**src/rtl/lsu_mem_op_sequencer.sv**
```systemverilog
// -----------------------------------------------------------------------------
// lsu_mem_op_sequencer
//
// Turns one decoded LSU memory op into a series of single-word memory
// requests. An op covers (op_cnt+1) lanes in each of (depth+1) depth slices.
// Beats are walked lane-inner, depth-outer. Each beat issues one read or write
// strobe, then waits as long as needed for mem_ack. For reads, the returned
// word is forwarded to the GPR file in the same cycle the ack arrives.
//
// Ports
//   clk, rst             clock; synchronous active-high reset
//   issue_valid/ready    op handshake (ready only while idle)
//   issue_op_rd/wr       read / write op (read wins if both are set)
//   issue_op_cnt         lanes minus one per depth slice
//   issue_gpr_op_depth   depth slices minus one
//   issue_mem_gpr        0 = SGPR target, 1 = VGPR target
//   issue_base_addr      byte base address of the op
//   mem_rd_en/wr_en      one-cycle request strobes
//   mem_addr             request byte address (base + 4*beat, wraps)
//   mem_ack, mem_rd_data memory completion and read data
//   gpr_wr_en/wr_data    read writeback, combinational with mem_ack
//   gpr_lane_idx         current lane
//   gpr_depth_idx        current depth slice
//   gpr_sel              latched GPR target select
//   op_done              one-cycle completion pulse
// -----------------------------------------------------------------------------
module lsu_mem_op_sequencer (
  input  logic        clk,
  input  logic        rst,
  input  logic        issue_valid,
  output logic        issue_ready,
  input  logic        issue_op_rd,
  input  logic        issue_op_wr,
  input  logic [5:0]  issue_op_cnt,
  input  logic [1:0]  issue_gpr_op_depth,
  input  logic        issue_mem_gpr,
  input  logic [31:0] issue_base_addr,
  output logic        mem_rd_en,
  output logic        mem_wr_en,
  output logic [31:0] mem_addr,
  input  logic        mem_ack,
  input  logic [31:0] mem_rd_data,
  output logic        gpr_wr_en,
  output logic [31:0] gpr_wr_data,
  output logic [5:0]  gpr_lane_idx,
  output logic [1:0]  gpr_depth_idx,
  output logic        gpr_sel,
  output logic        op_done
);

  typedef enum logic [1:0] {
    IDLE     = 2'd0,
    REQ      = 2'd1,
    WAIT_ACK = 2'd2,
    DONE     = 2'd3
  } state_t;

  state_t      state;
  logic        op_is_rd;
  logic [5:0]  op_cnt_q;
  logic [1:0]  depth_q;
  logic [31:0] base_q;
  logic [7:0]  beat_q;

  logic        ack_seen;
  logic        last_lane;
  logic        last_depth;
  logic [7:0]  beat_next;
  logic [31:0] next_addr;

  // An ack only counts while waiting for one. Gating with rst keeps an ack
  // that lands in the reset cycle from reaching the GPR file.
  assign ack_seen   = (state == WAIT_ACK) && mem_ack && !rst;
  assign last_lane  = (gpr_lane_idx == op_cnt_q);
  assign last_depth = (gpr_depth_idx == depth_q);
  assign beat_next  = beat_q + 8'd1;
  // beat_next stays below 256, so the shifted beat fits in 10 bits. The
  // 32-bit add wraps past the top of the address space without error.
  assign next_addr  = base_q + {22'd0, beat_next, 2'b00};

  // Read writeback must appear in the same cycle as the ack, so it is not
  // registered. The data bus reads as zero whenever no write is in progress.
  assign gpr_wr_en   = ack_seen && op_is_rd;
  assign gpr_wr_data = gpr_wr_en ? mem_rd_data : 32'd0;

  // Single state machine. Every visible output except the writeback pair is
  // a register, assigned with the state it belongs to.
  always_ff @(posedge clk) begin
    if (rst) begin
      state         <= IDLE;
      issue_ready   <= 1'b1;
      mem_rd_en     <= 1'b0;
      mem_wr_en     <= 1'b0;
      mem_addr      <= 32'd0;
      gpr_lane_idx  <= 6'd0;
      gpr_depth_idx <= 2'd0;
      gpr_sel       <= 1'b0;
      op_done       <= 1'b0;
      op_is_rd      <= 1'b0;
      op_cnt_q      <= 6'd0;
      depth_q       <= 2'd0;
      base_q        <= 32'd0;
      beat_q        <= 8'd0;
    end else begin
      case (state)
        IDLE: begin
          if (issue_valid) begin
            op_is_rd      <= issue_op_rd;
            op_cnt_q      <= issue_op_cnt;
            depth_q       <= issue_gpr_op_depth;
            base_q        <= issue_base_addr;
            gpr_sel       <= issue_mem_gpr;
            gpr_lane_idx  <= 6'd0;
            gpr_depth_idx <= 2'd0;
            beat_q        <= 8'd0;
            issue_ready   <= 1'b0;
            if (issue_op_rd || issue_op_wr) begin
              state     <= REQ;
              mem_rd_en <= issue_op_rd;
              mem_wr_en <= !issue_op_rd;
              mem_addr  <= issue_base_addr;
            end else begin
              // An op with neither direction does no memory traffic.
              state   <= DONE;
              op_done <= 1'b1;
            end
          end
        end

        REQ: begin
          mem_rd_en <= 1'b0;
          mem_wr_en <= 1'b0;
          state     <= WAIT_ACK;
        end

        WAIT_ACK: begin
          if (ack_seen) begin
            beat_q <= beat_next;
            if (!last_lane || !last_depth) begin
              if (!last_lane) begin
                gpr_lane_idx <= gpr_lane_idx + 6'd1;
              end else begin
                gpr_lane_idx  <= 6'd0;
                gpr_depth_idx <= gpr_depth_idx + 2'd1;
              end
              state     <= REQ;
              mem_rd_en <= op_is_rd;
              mem_wr_en <= !op_is_rd;
              mem_addr  <= next_addr;
            end else begin
              gpr_lane_idx <= 6'd0;
              state        <= DONE;
              op_done      <= 1'b1;
            end
          end
        end

        DONE: begin
          op_done     <= 1'b0;
          issue_ready <= 1'b1;
          state       <= IDLE;
        end

        default: begin
          state       <= IDLE;
          issue_ready <= 1'b1;
          mem_rd_en   <= 1'b0;
          mem_wr_en   <= 1'b0;
          op_done     <= 1'b0;
        end
      endcase
    end
  end

endmodule
```
**config.mk**
```make
export PLATFORM = sky130hd
export DESIGN_NAME = lsu_mem_op_sequencer
export DESIGN_NICKNAME = d
export VERILOG_FILES = /design/src/rtl/lsu_mem_op_sequencer.sv
export SDC_FILE = /design/constraint.sdc
export NUM_CORES = 1
export LEC_CHECK = 0
export BUFFER_PORTS_ARGS = -buffer_cell sky130_fd_sc_hd__buf_2
export CAP_MARGIN = 20
export CORE_UTILIZATION = 40
export CTS_CLUSTER_DIAMETER = 200
export DETAILED_ROUTE_END_ITERATION = 12
export SETUP_SLACK_MARGIN = 0.4
export SLEW_MARGIN = 0
export SYNTH_ARGS = -nofsm -noshare
export SYNTH_HDL_FRONTEND = slang
export SYNTH_SLANG_ARGS = --single-unit
```
**constraint.sdc**
```tcl
create_clock -name clk -period 4.5 [get_ports clk]
set_clock_uncertainty 0.2 [all_clocks]
set_input_delay 0.675 -clock clk [delete_from_list [all_inputs] [get_ports clk]]
set_output_delay 0.675 -clock clk [all_outputs]
set_load 0.01 [all_outputs]
```
======== Word-level counts from Yosys, hierarchy flattened ========
Index checks and enable logic that the tools add are counted.
operators by class
  add/subtract/negate cells ............... 4
  equal/unequal tests ..................... 12
  multiplexer cells ....................... 41
  reduce and logical (&&, ||, !) cells .... 23
operator list
  kind                                                            number
  32-bit 2-to-1 mux                                               5
  32-bit case mux with 2 select lines                             1
  32-bit by 10-bit adder with 32-bit output                       1
  6-bit 2-to-1 mux                                                4
  5-bit AND reduction                                             4
  2-bit 2-to-1 mux                                                8
  8-bit 2-to-1 mux                                                2
  8-bit case mux with 2 select lines                              1
  1-bit 2-to-1 mux                                                13
  2-bit inequality test (second input constant)                   6
  6-bit case mux with 2 select lines                              1
  1-bit case mux with 3 select lines                              3
  8-bit by 1-bit adder with 8-bit output (second input constant)  1
  2-bit case mux with 4 select lines                              1
  6-bit by 1-bit adder with 6-bit output (second input constant)  1
  6-bit equality test                                             1
  2-bit AND reduction                                             3
  3-bit nonzero test                                              2
  1-bit logical NOT                                               5
  2-bit equality test (second input constant)                     2
  2-bit case mux with 2 select lines                              1
  2-bit nonzero test                                              2
  1-bit logical AND                                               3
  3-bit AND reduction                                             1
  7 further kinds                                                 8
storage, ports and cells
  bits in registers ....................... 96
  input port bits ......................... 79
  output and inout port bits .............. 78
  word-level logic and storage cells ...... 94

======== Depth between registers and ports, before layout ========
Gate-level depths: netlist (run 1).
  depth after elaboration ................. 6
  gate-level depth with buffers ........... 11
  gate-level depth less buffers ........... 11

======== Worst setup path before layout (run 1) ========
OpenSTA, ideal clock, no wires.
  path type ............................... reg2reg
  from .................................... reg beat_q[2]
  to ...................................... reg mem_addr[22]
  library setup time ...................... 0.096 ns
  arrival ................................. 2.687 ns
  data required time ...................... 4.204 ns
  setup slack ............................. 1.518 ns
  cell stages (with the launch flop) ...... 12
  buffers on the path ..................... 0
  period minus slack after synthesis ...... 2.982 ns
  path through ............................ dfxtp_1 and3_1 and3_1 nand3_1 xnor2_1 ha_1 nor2_1 or3_4 a311oi_4 and4_1 nor3_1 o41ai_2
between the ends
  word-level cells in the longest chain between the ends .. 5
ends and longest elaborated chain
  element                                    RTL line  text
  start: declaration                         63        logic [7:0] beat_q;
  start signal: assignment                   138       beat_q <= beat_next;
  8-bit by 1-bit adder with 8-bit output     76        assign beat_next = beat_q + 8'd1;
  32-bit by 10-bit adder with 32-bit output  79        assign next_addr = base_q + {22'd0, beat_next, 2'b00};
  32-bit 2-to-1 mux                          139       if (!last_lane || !last_depth) begin
  32-bit 2-to-1 mux                          137       if (ack_seen) begin
  32-bit case mux with 2 select lines        105       case (state)
  end signal: assignment                     121       mem_addr <= issue_base_addr;
  end signal: assignment                     149       mem_addr <= next_addr;
  end: declaration                           40        output logic [31:0] mem_addr,
No other way between the ends. The select of a mux whose other input is x is not followed.
A chain may end at the register's enable or synchronous reset.

======== Worst setup path after layout (run 1) ========
  from .................................... reg state[0]
  to ...................................... out gpr_wr_data[21]
between the ends
  word-level cells in the longest chain between the ends .. 5
ends and longest elaborated chain
  element                         RTL line  text
  start: declaration              58        state_t state;
  start signal: assignment        90        state <= IDLE;
  start signal: assignment        118       state <= REQ;
  start signal: assignment        124       state <= DONE;
  2-bit equality test             73        assign ack_seen = (state == WAIT_ACK) && mem_ack && !rst;
  1-bit logical AND (2 in a row)  73
  1-bit logical AND               83        assign gpr_wr_en = ack_seen && op_is_rd;
  32-bit 2-to-1 mux               84        assign gpr_wr_data = gpr_wr_en ? mem_rd_data : 32'd0;
  end: declaration                44        output logic [31:0] gpr_wr_data,
No other way between the ends.

==> metrics list, run 1 <==
- The run finished with clean final reports.
- Synthesized-area fraction occupied by and/or/nand/nor cells: 0.2520
* Cells resized by post-CTS repair: 0
* Arrival time at the worst endpoint: 2.75 ns
- The path class of the tightest hold or removal check is reg -> reg.
- The total count of max-transition violations in the final report was 0.
- Along the worst hold path, the cell count comes to 2.
- Most area-consuming cells after synthesis: dfxtp_1 (37%), nand2_1 (8.5%), a21oi_1 (6.4%)
- Met3 layer wire length in the routed design: 1060 um
* Share of post-route cells with drive strength above 1: 0.2458
- In this run the cell area of the synthesized design comes to 0.005164 mm2.
- Along the worst path, the maximum fanout reaches 33.
* Required time of the critical path: ~3.6 ns
- Clk Latency, worst-skew pair: 0.34 ns
- The core region is between 0.01 and 0.015 mm2.
* Final period utilization: 0.8060
- Counting the buffers created by CTS gives 9.
* Worst max-slew margin expressed relative to the limit: 0.2510
- In this run the core area contains 41 standard-cell rows.
- Worst Hold Margin: 0.2594 ns
* Power density over the cells: 422.5 mW/mm2
- Number of standard cells in the layout, taps in and fillers out: 945
* DPL Wire Length: 10680 um
* Uppermost layer routed: met4
* I/O Pins: 157
- For this run, the leading register cell type out of synthesis is dfxtp_1.
- Number of synthesized register bits: 96
- Crit path from: state[0]
- The first global-routing pass estimated 23430 um of wire.
- The routed design has between 10000 and 15000 um of wire.
- Of the total synthesized cell area, the portion taken by full adders, half adders and majority gates is 0.03780.
* Post-CTS Setup Inserts: 0
- The clock passes through at most 2 buffers.
- Post-Syn Instances: 633
- The via count of the first global-routing pass was around 4700.
- CTS tree: done
* Detail Route met2 WL: 7581 um
- Clock-pin slew was measured on the worst setup and hold paths at roughly 0.06 ns.
- The tree built by TritonCTS fans out to 96 sinks.
- Maximum frequency from static timing analysis: 0.2757 GHz
* Transition time of the tightest slew-check pin: 1.124 ns
- The worst register-to-register path has a setup slack of 0.94 ns.
- Entering global routing, the biggest net connects about 80 pins.
- In the final routed layout, each cell accounts on average for 15.78 um.
- Fraction of synthesized cell area in xor and xnor cells: 0.07124
* Fill cell instance count of the final layout: roughly 1300
- Worst Min Path Start: base_q[0]
- Final min period: 3.627 ns
- In this run the critical register-to-register path is captured at mem_addr[21].
* Sum of internal, switching and leakage power: 2.669 mW
* Multiplexer fraction of the synthesized cell area: 0.01745
- # setup viols final: 0
* Clock Root Buffer: clkbuf_16
- Total GRT Usage: 0.2260
- The initial utilization of the core area, before any placement, comes to 0.4092.
* Peak supply drop: 0.1973 mV
- For this run, design rule violations remaining after detail routing come to 0.
* Leading cell type in the layout, fill and taps excluded: buf_2
* Buffers added on ports: 156
- Counting flops with a built-in enable in the synthesized netlist gives 0.
- The floorplan step defined a die boundary enclosing 0.01337 mm2.
- Depth of the worst register-to-register path: 9
- In this run the critical register-to-register path is launched from beat_q[0].
* Number of nets still failing antenna checks after routing: 0
- 0 antenna diodes ended up in the layout.
* Most used cells in the layout excluding fill and tap cells: buf_2 (156), nand2_1 (117), dfxtp_1 (96), a21oi_1 (66)
- CTS H-tree depth: 3
- dfxtp_1 takes more of the synthesized area than any other cell.
* Fraction of synthesis flops using an asynchronous set or reset pin: 0
- Summing all placed instances gives a cell area of 0.006021 mm2.
* Critical path launch point type: register
- Once placement completed, the tool counted placed cells totaling 929.
- Setup TNS after final layout: 0 ns
* Unrepaired setup endpoints after global routing: false
* Post-route met1 wirelength: 6106 um
* First-pass detailed-route iteration total: 4
* Nets: 864
* Detailed router's first-iteration violation count: 180
* Share of Yosys cell area claimed by the top area cell type: 0.3722
* Syn_nets: 727
- Width of the die: 115.6 um
- Number of vias after detailed routing: 5023
- The setup path with the least slack is of type reg -> out.
- Compared with the post-synthesis result, the final layout area differs by 22.36%.
- The worst setup path is captured at an output port.
- Dominant combinational cell family by area after synthesis: simple AND/OR/NAND/NOR gates
- During synthesis, Yosys emitted a total of 0 warnings.
- Worst setup path endpoint: gpr_wr_data[21]
- The synthesized-area fraction occupied by ao, oa, aoi and oai cells was 0.2028.
- Static Leak: 2.716 nW
- Post-route standard cell area excluding fillers: 0.006319 mm2
- The number of different library cells used by synthesis comes to 57.
- A synthesized cell averages 8.158 um2.
- Die boundary height: 115.6 um
- Summed over all layers, the global routing overflow is 0.
- The final hold violation count came to 0.
- Initial antenna violation count: 0
* Max-cap check violation count: 0
- For this design, the CTS-stage hold fixing added 0 buffers.
* Sequential fraction of the synthesis area: 0.3722
- Routability-driven placement finished with a final weighted congestion of between 0.8 and 0.9.
- Via-to-Cell Ratio: ~5.3
critical path: stages, from the launching register on:
cell	delay [ns]
dfxtp_1	0.34
inv_1	0.08
ha_1	0.17
buf_4	0.22
inv_1	0.25
nor2_1	0.31
and3_1	0.68
and2_1	0.22
buf_2	0.13
kinds of logic (layout without fill, tap and decap cells):
family | after synthesis | count (layout)
AND/OR/NAND/NOR | 261 | 261
buffers and inverters | 52 | 192
AO/OA/AOI/OAI | 158 | 158
multiplexers | 9 | 9
flip-flops | 96 | 96
XOR/XNOR | 42 | 42
adder cells (fa/ha/maj) | 15 | 15
power breakdown:
part           internal (mW)  switching [mW]
Clock                  0.384           0.310
Combinational          0.340           0.544
Sequential             0.989           0.103
Total                   1.71           0.957
registers in the layout, indices dropped and copies added (netlist names):
name           count
beat_q             8
gpr_depth_idx      2
state              2
mem_wr_en          1
op_done            1
gpr_sel            1
depth_q            2
mem_rd_en          1
base_q            32
mem_addr          32
issue_ready        1
op_cnt_q           6
op_is_rd           1
gpr_lane_idx       6
layer usage:
metal  up-vias  global-route usage
li1       2490                   -
met1      2342              0.2605
met2       180              0.4232
met3        11             0.03923
met4         0             0.07009
met5         -                   0
through the flow:
step | utilization | setup WS [ns]
6_report | 0.5007 | 0.8731
5_1_grt | 0.5007 | 0.5612
4_1_cts | 0.4973 | 0.8280
3_5_place_dp | 0.4771 | 1.002
3_3_place_gp | 0.4771 | 0.9375
2_1_floorplan | - | 1.518
Yosys cell counts (all sizes together) (2+ instances only):
| library cell | number |
|---|---|
| nor3 | 7 |
| and3 | 7 |
| o41ai | 2 |
| ha | 14 |
| nor2b | 4 |
| nand2 | 117 |
| a31oi | 11 |
| and2 | 34 |
| o22ai | 10 |
| a311oi | 2 |
| nand3 | 19 |
| dfxtp | 96 |
| xor2 | 14 |
| nor4b | 9 |
| a21oi | 67 |
| mux2i | 9 |
| a2111oi | 6 |
| and4 | 5 |
| clkbuf | 24 |
| a211o | 3 |
| o21ai | 19 |
| nand2b | 4 |
| buf | 14 |
| nor3b | 3 |
| inv | 13 |
| a211oi | 14 |
| xnor2 | 28 |
| a32o | 3 |
| a22oi | 9 |
| nand3b | 3 |
| or4 | 2 |
| nor2 | 35 |
| nand4 | 7 |
| or3 | 3 |
| a21o | 5 |
worst min path at each step:
stage | to | slack, ns
2_1_floorplan | base_q[0] | 0.24
3_3_place_gp | base_q[0] | 0.24
3_5_place_dp | base_q[0] | 0.25
4_1_cts | base_q[0] | 0.26
5_1_grt | base_q[0] | 0.29
6_report | base_q[0] | 0.26
layout make-up:
type	instances	area (um2)	area share
clock buffer	13	250.2	0.03960
clock inverter	1	5.005	0.0007921
inverter	13	48.80	0.007723
multi-input combinational	485	3002	0.4750
sequential	96	1922	0.3042
tap	172	215.2	0.03406
timing repair buffer	165	875.8	0.1386
Note: power is estimated with default switching activity, not from simulation.
==> run 2, diff against run 1 <==
- PLACE_DENSITY: not set -> 0.67
- clock period: 4.5 -> 3.3 ns (I/O delays scaled with it)
==> run 2 against run 1 <==
Against the previous run:
- sequential power is 38% higher
- setup slack worse by 0.49 ns
- via count grew 5.9%
- routed wire length is 8.5% higher
- non-clock buffer count is 26 higher
- sequential share of layout area decreased by 2.4 points
- global-route usage rose by 1.1 points
- count of clock-buffer cells in the layout is 2 lower
- critical endpoint is now mem_addr[12]
==> metrics list, run 2 (synthesized netlist as in run 1, its figures left out) <==
- I/O Pins: 157 (unchanged)
- The max-cap check violation count is 0 (unchanged).
- The final setup TNS is 0 ns (unchanged).
* Worst Path Max Fanout: 5 (was 33)
- First-pass GRT wire length: 24500 um (was 23430 um)
- Clock Root Buffer: clkbuf_16 (unchanged)
- The total via count in the routed design is 5318 (was 5023).
- The via density per instance was 5.466 (was 5.315).
* CTS H-tree depth: 3 (unchanged)
- Ant diodes: 0 (unchanged)
* Buffers added on ports: 156 (unchanged)
- Post-layout util: 0.5470 (was 0.5007)
* Nets: 891 (was 864)
* Clock transition time at the flip-flop clock pins of the worst setup and hold paths: 0.06 ns (about the same)
- Nature of the critical path endpoint: register (was output port)
- Outcome: completed (unchanged).
* DPL Wire Length: 10890 um (was 10680 um)
* Final period utilization: 0.8825
* Static Leak: 2.924 nW (was 2.716 nW)
- Width of the die: 115.6 um (unchanged)
- The worst min-delay path category is in -> reg (was reg -> reg).
- Vias in the first global route: 5150 (was 4718)
* Final routed wirelength across all metal layers: 16180 um (was 14910 um)
- The residual antenna-violating net count after detailed routing was 0 (unchanged).
* Total GRT Usage: 0.2368 (was 0.2260)
- Final Max Slew Viols: 0 (unchanged)
- The area enclosed by the die boundary came to 0.01337 mm2 (unchanged).
- The TritonCTS buffer count was 9 (unchanged).
- Unrepaired setup endpoints after global routing: true (was false).
* Crit path cell chain: and3_4 > and3_4 > nand3_4 > xnor2_4 > ha_4 > nor2_1 > or3_4 > a31oi_2 > xnor2_1 > a2111oi_2 > a31o_1 (was inv_1 > ha_1 > buf_4 > inv_1 > nor2_1 > and3_1 > and2_1 > buf_2)
* Slowest cell on crit path: a2111oi_2 (was and3_1)
- The met2 wire length was 8185 um (was 7581 um).
- The TritonCTS clock tree is done (unchanged).
* Post-route met1 wirelength: 6542 um (was 6106 um)
* Most used cells in the layout excluding fill and tap cells: buf_2 (156), nand2_1 (116), dfxtp_1 (91), a21oi_1 (65), and2_1 (34) (was buf_2 (156), nand2_1 (117), dfxtp_1 (96), a21oi_1 (66))
- Dominant cell type by count on the critical path: and3_4 (was inv_1)
* Buffer depth of the longest clock path: 2 (unchanged)
- The insertion delay to the later sink of the worst-skew pair was 0.35 ns (was 0.34 ns).
- Transition time of the tightest slew-check pin: 0.8697 ns (was 1.124 ns)
* First-pass detailed-route iteration total: 5 (was 4)
* Share of post-route cells with drive strength above 1: 0.3121 (was 0.2458)
- The core area is 0.01262 mm2 (unchanged).
* Post-route standard cell area excluding fillers: 0.006903 mm2 (was 0.006319 mm2)
- The highest metal layer with signal wires is met4 (unchanged).
- The launching element type of the critical path was a register (unchanged).
- The worst-case headroom to the max-slew limit came to 0.4202 (was 0.2510).
* Arrival time at the worst endpoint: 3.01 ns (was 2.75 ns)
* RD Place Congestion: 0.8872 (was 0.8238)
- Die boundary height: 115.6 um (unchanged)
- Final min period: 2.912 ns
- The largest net degree at the start of global routing was 80 (was 81).
- Total number of placement rows: 41 (unchanged)
- The ratio of total power to cell area came to 564.0 mW/mm2 (was 422.5 mW/mm2).
- Count of cells along the worst hold path: 3 (was 2)
- The count of unresolved DRC violations after routing came to 0 (unchanged).
- Maximum frequency from static timing analysis: between 0.3 and 0.4 GHz
* Initial antenna violation count: 0 (unchanged)
- Biggest cell delay along the critical path: 0.37 ns (was 0.68 ns)
- Depth of the worst register-to-register path: 11 (was 9)
- The required time reported for the critical path endpoint came to 3.39 ns (was 3.62 ns).
* Peak supply drop: 0.2849 mV (was 0.1973 mV)
- Final Hold Violating Endpoints: 0 (unchanged)
- Wire length per cell: 16.63 um (was 15.78 um)
- Registers with the most flip-flops: base_q (32), mem_addr (32), beat_q (8) (unchanged).
- The critical setup path kind was reg -> reg (was reg -> out).
* Fill cell instance count of the final layout: 1154 (was 1266)
* Leading cell type in the layout, fill and taps excluded: buf_2 (unchanged)
- The synthesis-to-finish area growth came to 33.68% (was 22.36%).
- CTS Sinks: 96 (unchanged)
- The leftover overflow at the end of global routing came to 0 (unchanged).
- # setup viols final: 0 (unchanged)
- The area of placed instances came to 0.006110 mm2 (was 0.006021 mm2).
* Starting density of the core: 0.4092 (unchanged)
- The violation count after the first detailed-routing iteration was 375 (was 180).
- The total length of routed met3 wires is 1031 um (was 1060 um).
-- run 2: metal layers --
metal | vias up | global-route usage
li1 | 2543 | -
met1 | 2516 | 0.2666
met2 | 225 | 0.4399
met3 | 34 | 0.03190
met4 | 0 | 0.1128
met5 | - | 0
-- run 2: final cells by class --
class                      instances  area (um2)  area share
inverter                          13       48.80    0.007069
multi-input combinational        486        3296      0.4774
timing repair buffer             191        1105      0.1601
clock buffer                      11       232.7     0.03371
sequential                        96        1936      0.2804
tap                              172       215.2     0.03118
clock inverter                     4       70.07     0.01015
-- run 2: report_power, final --
group	internal, mW	switching, mW	leakage, nW
logic	0.521	0.774	1.99
clock network	0.658	0.443	0.149
registers	1.35	0.149	0.790
total	2.53	1.37	2.92
-- run 2: metrics by stage --
step | setup slack (ns) | hold WS, ns | instances | power (mW)
final | 0.3878 | 0.1843 | 973 | 3.893
after global routing | 0.3372 | 0.1934 | 973 | 4.104
after CTS | 0.4031 | 0.1760 | 966 | 3.850
after detailed placement | 0.1801 | 0.2472 | 939 | 2.738
after global placement | 0.2847 | 0.2412 | 939 | 2.699
after floorplan | 0.4211 | 0.2360 | 633 | 2.294
-- run 2: worst max-delay path, delay by kind of cell, from the launching register on --
| family | cells | cell delay (ns) |
|---|---|---|
| fa+ha+maj | 1 | 0.29 |
| simple gates | 5 | 0.89 |
| compound gates | 3 | 0.85 |
| xor+xnor | 2 | 0.29 |
| flops | 1 | 0.35 |
-- run 2: worst paths after layout --
path / from / endpoint / slack (ns)
setup / recovery: beat_q[2] / mem_addr[12] / 0.39
hold / removal: issue_mem_gpr / gpr_sel / 0.18
setup reg to reg: beat_q[2] / mem_addr[12] / 0.39
hold reg to reg: mem_addr[3] / mem_addr[3] / 0.25
-- run 2: what timing repair did --
action,CTS,global route
gates cloned,0,2
endpoints found under the setup margin,54,51
pin swaps,6,18
gates resized for setup,20,36
hold buffers,0,0
buffers inserted,12,4
==> run 3, diff against run 2 <==
- ABC_AREA: not set -> 1
- PLACE_DENSITY: 0.67 -> 0.66
- SLEW_MARGIN: 0 -> not set
==> run 3 against run 2 <==
Against the previous run:
- maximum frequency is 7.8% higher
- via count grew 13%
- setup slack better by 0.21 ns
- power increased by 36%
- cell count rose by 28%
==> metrics list, run 3 <==
* Fraction of synthesis flops using an asynchronous set or reset pin: 0 (unchanged)
* Transition time of the tightest slew-check pin: 0.5626 ns (was 0.8697 ns)
- The final wirelength was 16770 um (was 16180 um).
* Path class of the lowest-slack min-delay path: in -> reg (unchanged)
- The launching element type of the critical path is a register (unchanged).
- Ant diodes: 0 (unchanged)
- Number of synthesized register bits: 96 (unchanged)
- The mean post-synth cell area is 6.206 um2 (was 8.158 um2).
- Unrepaired setup endpoints after global routing: true (unchanged)
- Syn_nets: 1011 (was 727)
- Clock transition time at the flip-flop clock pins of the worst setup and hold paths: 0.07 ns (was 0.06 ns)
- Final Max Slew Viols: 0 (unchanged)
- The number of antenna violations at the first check in global routing was 0 (unchanged).
- The core area came to 0.01388 mm2 (was 0.01262 mm2).
- Total GRT Usage: 0.2316 (was 0.2368)
- The total number of clock tree sinks is 96 (unchanged).
- The largest net degree at the start of global routing is 58 (was 80).
* Cell with the most instances after synthesis: nand2_1 (unchanged)
- The area enclosed by the die boundary is 0.01471 mm2 (was 0.01337 mm2).
* Post-detailed-placement cell area: 0.006581 mm2 (was 0.006110 mm2)
- The most common cell after layout, fill and taps aside was nand2_1 (was buf_2).
- Most used cells in the layout excluding fill and tap cells: nand2_1 (223), nor2_1 (181), buf_2 (156), inv_1 (108), dfxtp_1 (93) (was buf_2 (156), nand2_1 (116), dfxtp_1 (91), a21oi_1 (65), and2_1 (34))
* Worst max-slew margin expressed relative to the limit: 0.6249 (was 0.4202)
- The synthesis-to-finish area growth is 23.07% (was 33.68%).
- The post-route cell area is 0.007003 mm2 (was 0.006903 mm2).
- The overall power after layout was 5.289 mW (was 3.893 mW).
- The dominant synthesized flop cell is dfxtp_1 (unchanged).
- The total standard cell area after synthesis came to 0.005690 mm2 (was 0.005164 mm2).
* Final min period: 2.701 ns (was 2.912 ns)
- Maximum frequency from static timing analysis: 0.3703 GHz (was 0.3434 GHz)
* Most area-consuming cells after synthesis: dfxtp_1 (34%), nand2_1 (15%), nor2_1 (12%) (was dfxtp_1 (37%), nand2_1 (8.5%), a21oi_1 (6.4%))
* Wire length per cell: 13.52 um (was 16.63 um)
- The top-level I/O count was 157 (unchanged).
* # setup viols final: 0 (unchanged)
- The final setup TNS came to 0 ns (unchanged).
- Nature of the critical path endpoint: register (unchanged)
- Outcome: completed (unchanged).
- Post-Syn Instances: 917 (was 633)
- Post-synth top cells: nand2_1 (227), nor2_1 (185), inv_1 (108), dfxtp_1 (96), nand3_1 (61) (was nand2_1 (117), dfxtp_1 (96), a21oi_1 (66), and2_1 (34), nor2_1 (34)).
- The insertion delay to the later sink of the worst-skew pair is 0.35 ns (about the same).
- Total number of placement rows: 43 (was 41)
- The critical setup path kind is reg -> reg (unchanged).
* Share of Yosys cell area claimed by the top area cell type: 0.3377 (was 0.3722)
- Required time of the critical path: 3.33 ns (was 3.39 ns)
* Static Leak: 3.520 nW (was 2.924 nW)
* CTS tree: done (unchanged)
* Nets: 1152 (was 891)
- The max-cap check violation count is 0 (unchanged).
* Final period utilization: 0.8184 (was 0.8825)
- First-pass GRT wire length: 26500 um (was 24500 um)
- The global routing usage on met2 was 0.4236 (was 0.4399).
* Worst Hold Margin: 0.1996 ns (was 0.1843 ns)
* Post-layout util: 0.5045 (was 0.5470)
- The number of warnings printed during yosys synthesis was 0 (unchanged).
- The count of buffers inserted at the top-level ports is 156 (unchanged).
- Clock Root Buffer: clkbuf_16 (unchanged)
* Peak supply drop: 0.4895 mV (was 0.2849 mV)
- Grt met3 use: 0.03289 (was 0.03190)
- The count of unresolved DRC violations after routing came to 0 (unchanged).
- The layout cell share with drive strength beyond 1 was 0.2121 (was 0.3121).
- Via-to-Cell Ratio: 4.862 (was 5.466)
- The dominant cell type by area after synthesis was dfxtp_1 (unchanged).
- The number of synthesized flops with an enable pin was 0 (unchanged).
* Fill cell instance count of the final layout: 1445 (was 1154)
* Met1 usage: 0.2757 (was 0.2666)
* Vias in the first global route: 5498 (was 5150)
- CTS H-tree depth: 3 (unchanged)
* DPL Wire Length: 12460 um (was 10890 um)
- The final hold violation count was 0 (unchanged).
* CTS buffer count: 9 (unchanged)
- The largest fanout of any net on the critical path was 5 (unchanged).
* Number of vias after detailed routing: 6034 (was 5318)
* Buffer depth of the longest clock path: 2 (unchanged)
- Global route overflow: 0 (unchanged)
- Count of unique library cells instantiated by Yosys: 39 (was 57)
- RD Place Congestion: 0.9354 (was 0.8872)
- The violation count after the first detailed-routing iteration was 309 (was 375).
* Die boundary height: 121.3 um (was 115.6 um)
- The most used routing layer in global routing is met2 (unchanged).
- Arrival time at the worst endpoint: 2.73 ns (was 3.01 ns)
- The fraction of the yosys area taken by sequential cells was 0.3377 (was 0.3722).
- Width of the die: 121.3 um (was 115.6 um)
- The residual antenna-violating net count after detailed routing was 0 (unchanged).
- Registers with the most flip-flops: base_q (32), mem_addr (32), beat_q (8) (unchanged)
- The ratio of total power to cell area is 755.3 mW/mm2 (was 564.0 mW/mm2).
- Starting density of the core: 0.4100 (was 0.4092)
- First-pass detailed-route iteration total: 4 (was 5)
run 3: repair_timing:
item / CTS / global route
resized for setup: 1 / 25
pin swaps: 0 / 5
setup buffers: 0 / 1
gates cloned: 0 / 0
endpoints found under the setup margin: 1 / 24
hold buffers: 0 / 0
run 3: path summary, 6_finish.rpt:
check	cells past startpoint	endpoint	slack, ns	start
max	17	mem_addr[19]	0.60	beat_q[0]
min	3	op_cnt_q[1]	0.20	issue_op_cnt[1]
max reg2reg	17	mem_addr[19]	0.60	beat_q[0]
min reg2reg	2	mem_addr[1]	0.26	mem_addr[1]
run 3: critical path, stage by stage, from the launching register on:
cell and delay [ns]:
dfxtp_2 0.35, inv_1 0.08, nor2_2 0.16, nand3_2 0.10, nor3_2 0.14, xnor2_1 0.17, inv_1 0.11, ha_4 0.30
nand2_1 0.11, nor2_2 0.15, buf_4 0.13, nand3_1 0.10, nand3_4 0.15, nand2_1 0.06, nand2_1 0.06, nand3_1 0.06
nand2_1 0.09, a21oi_1 0.06
run 3: through the flow:
stage	std cells	worst slack, ns
2_1_floorplan	917	0.6938
3_3_place_gp	1226	0.5020
3_5_place_dp	1226	0.4314
4_1_cts	1240	0.4360
5_1_grt	1241	0.3618
6_report	1241	0.5992
run 3: cells by family (layout without fill, tap and decap cells):
family | count (synthesis) | in the layout | share of synthesized area
simple gates | 506 | 506 | 0.3657
buf+inv | 152 | 296 | 0.1088
compound gates | 127 | 127 | 0.1212
flops | 96 | 96 | 0.3377
xor+xnor | 21 | 21 | 0.03232
fa+ha+maj | 15 | 15 | 0.03430
run 3: power breakdown:
part	internal (mW)	total [mW]	switching [mW]
Sequential	1.53	1.81	0.285
Combinational	0.805	2.36	1.56
Clock	0.677	1.12	0.440
run 3: per-layer routing:
metal	vias up	routed length (um)
met1	2687	7333
li1	3149	-
met5	-	0
met2	180	8228
met3	18	919
met4	0	293
run 3: area by class of cell:
cell class	count	area, um2	share of cell area
clock buffers	11	242.7	0.03466
well taps	180	225.2	0.03216
inverters	117	441.7	0.06307
repair buffers	165	848.3	0.1211
clock inverters	3	67.56	0.009648
multi-input cells	669	3252	0.4644
flip-flops and latches	96	1926	0.2750
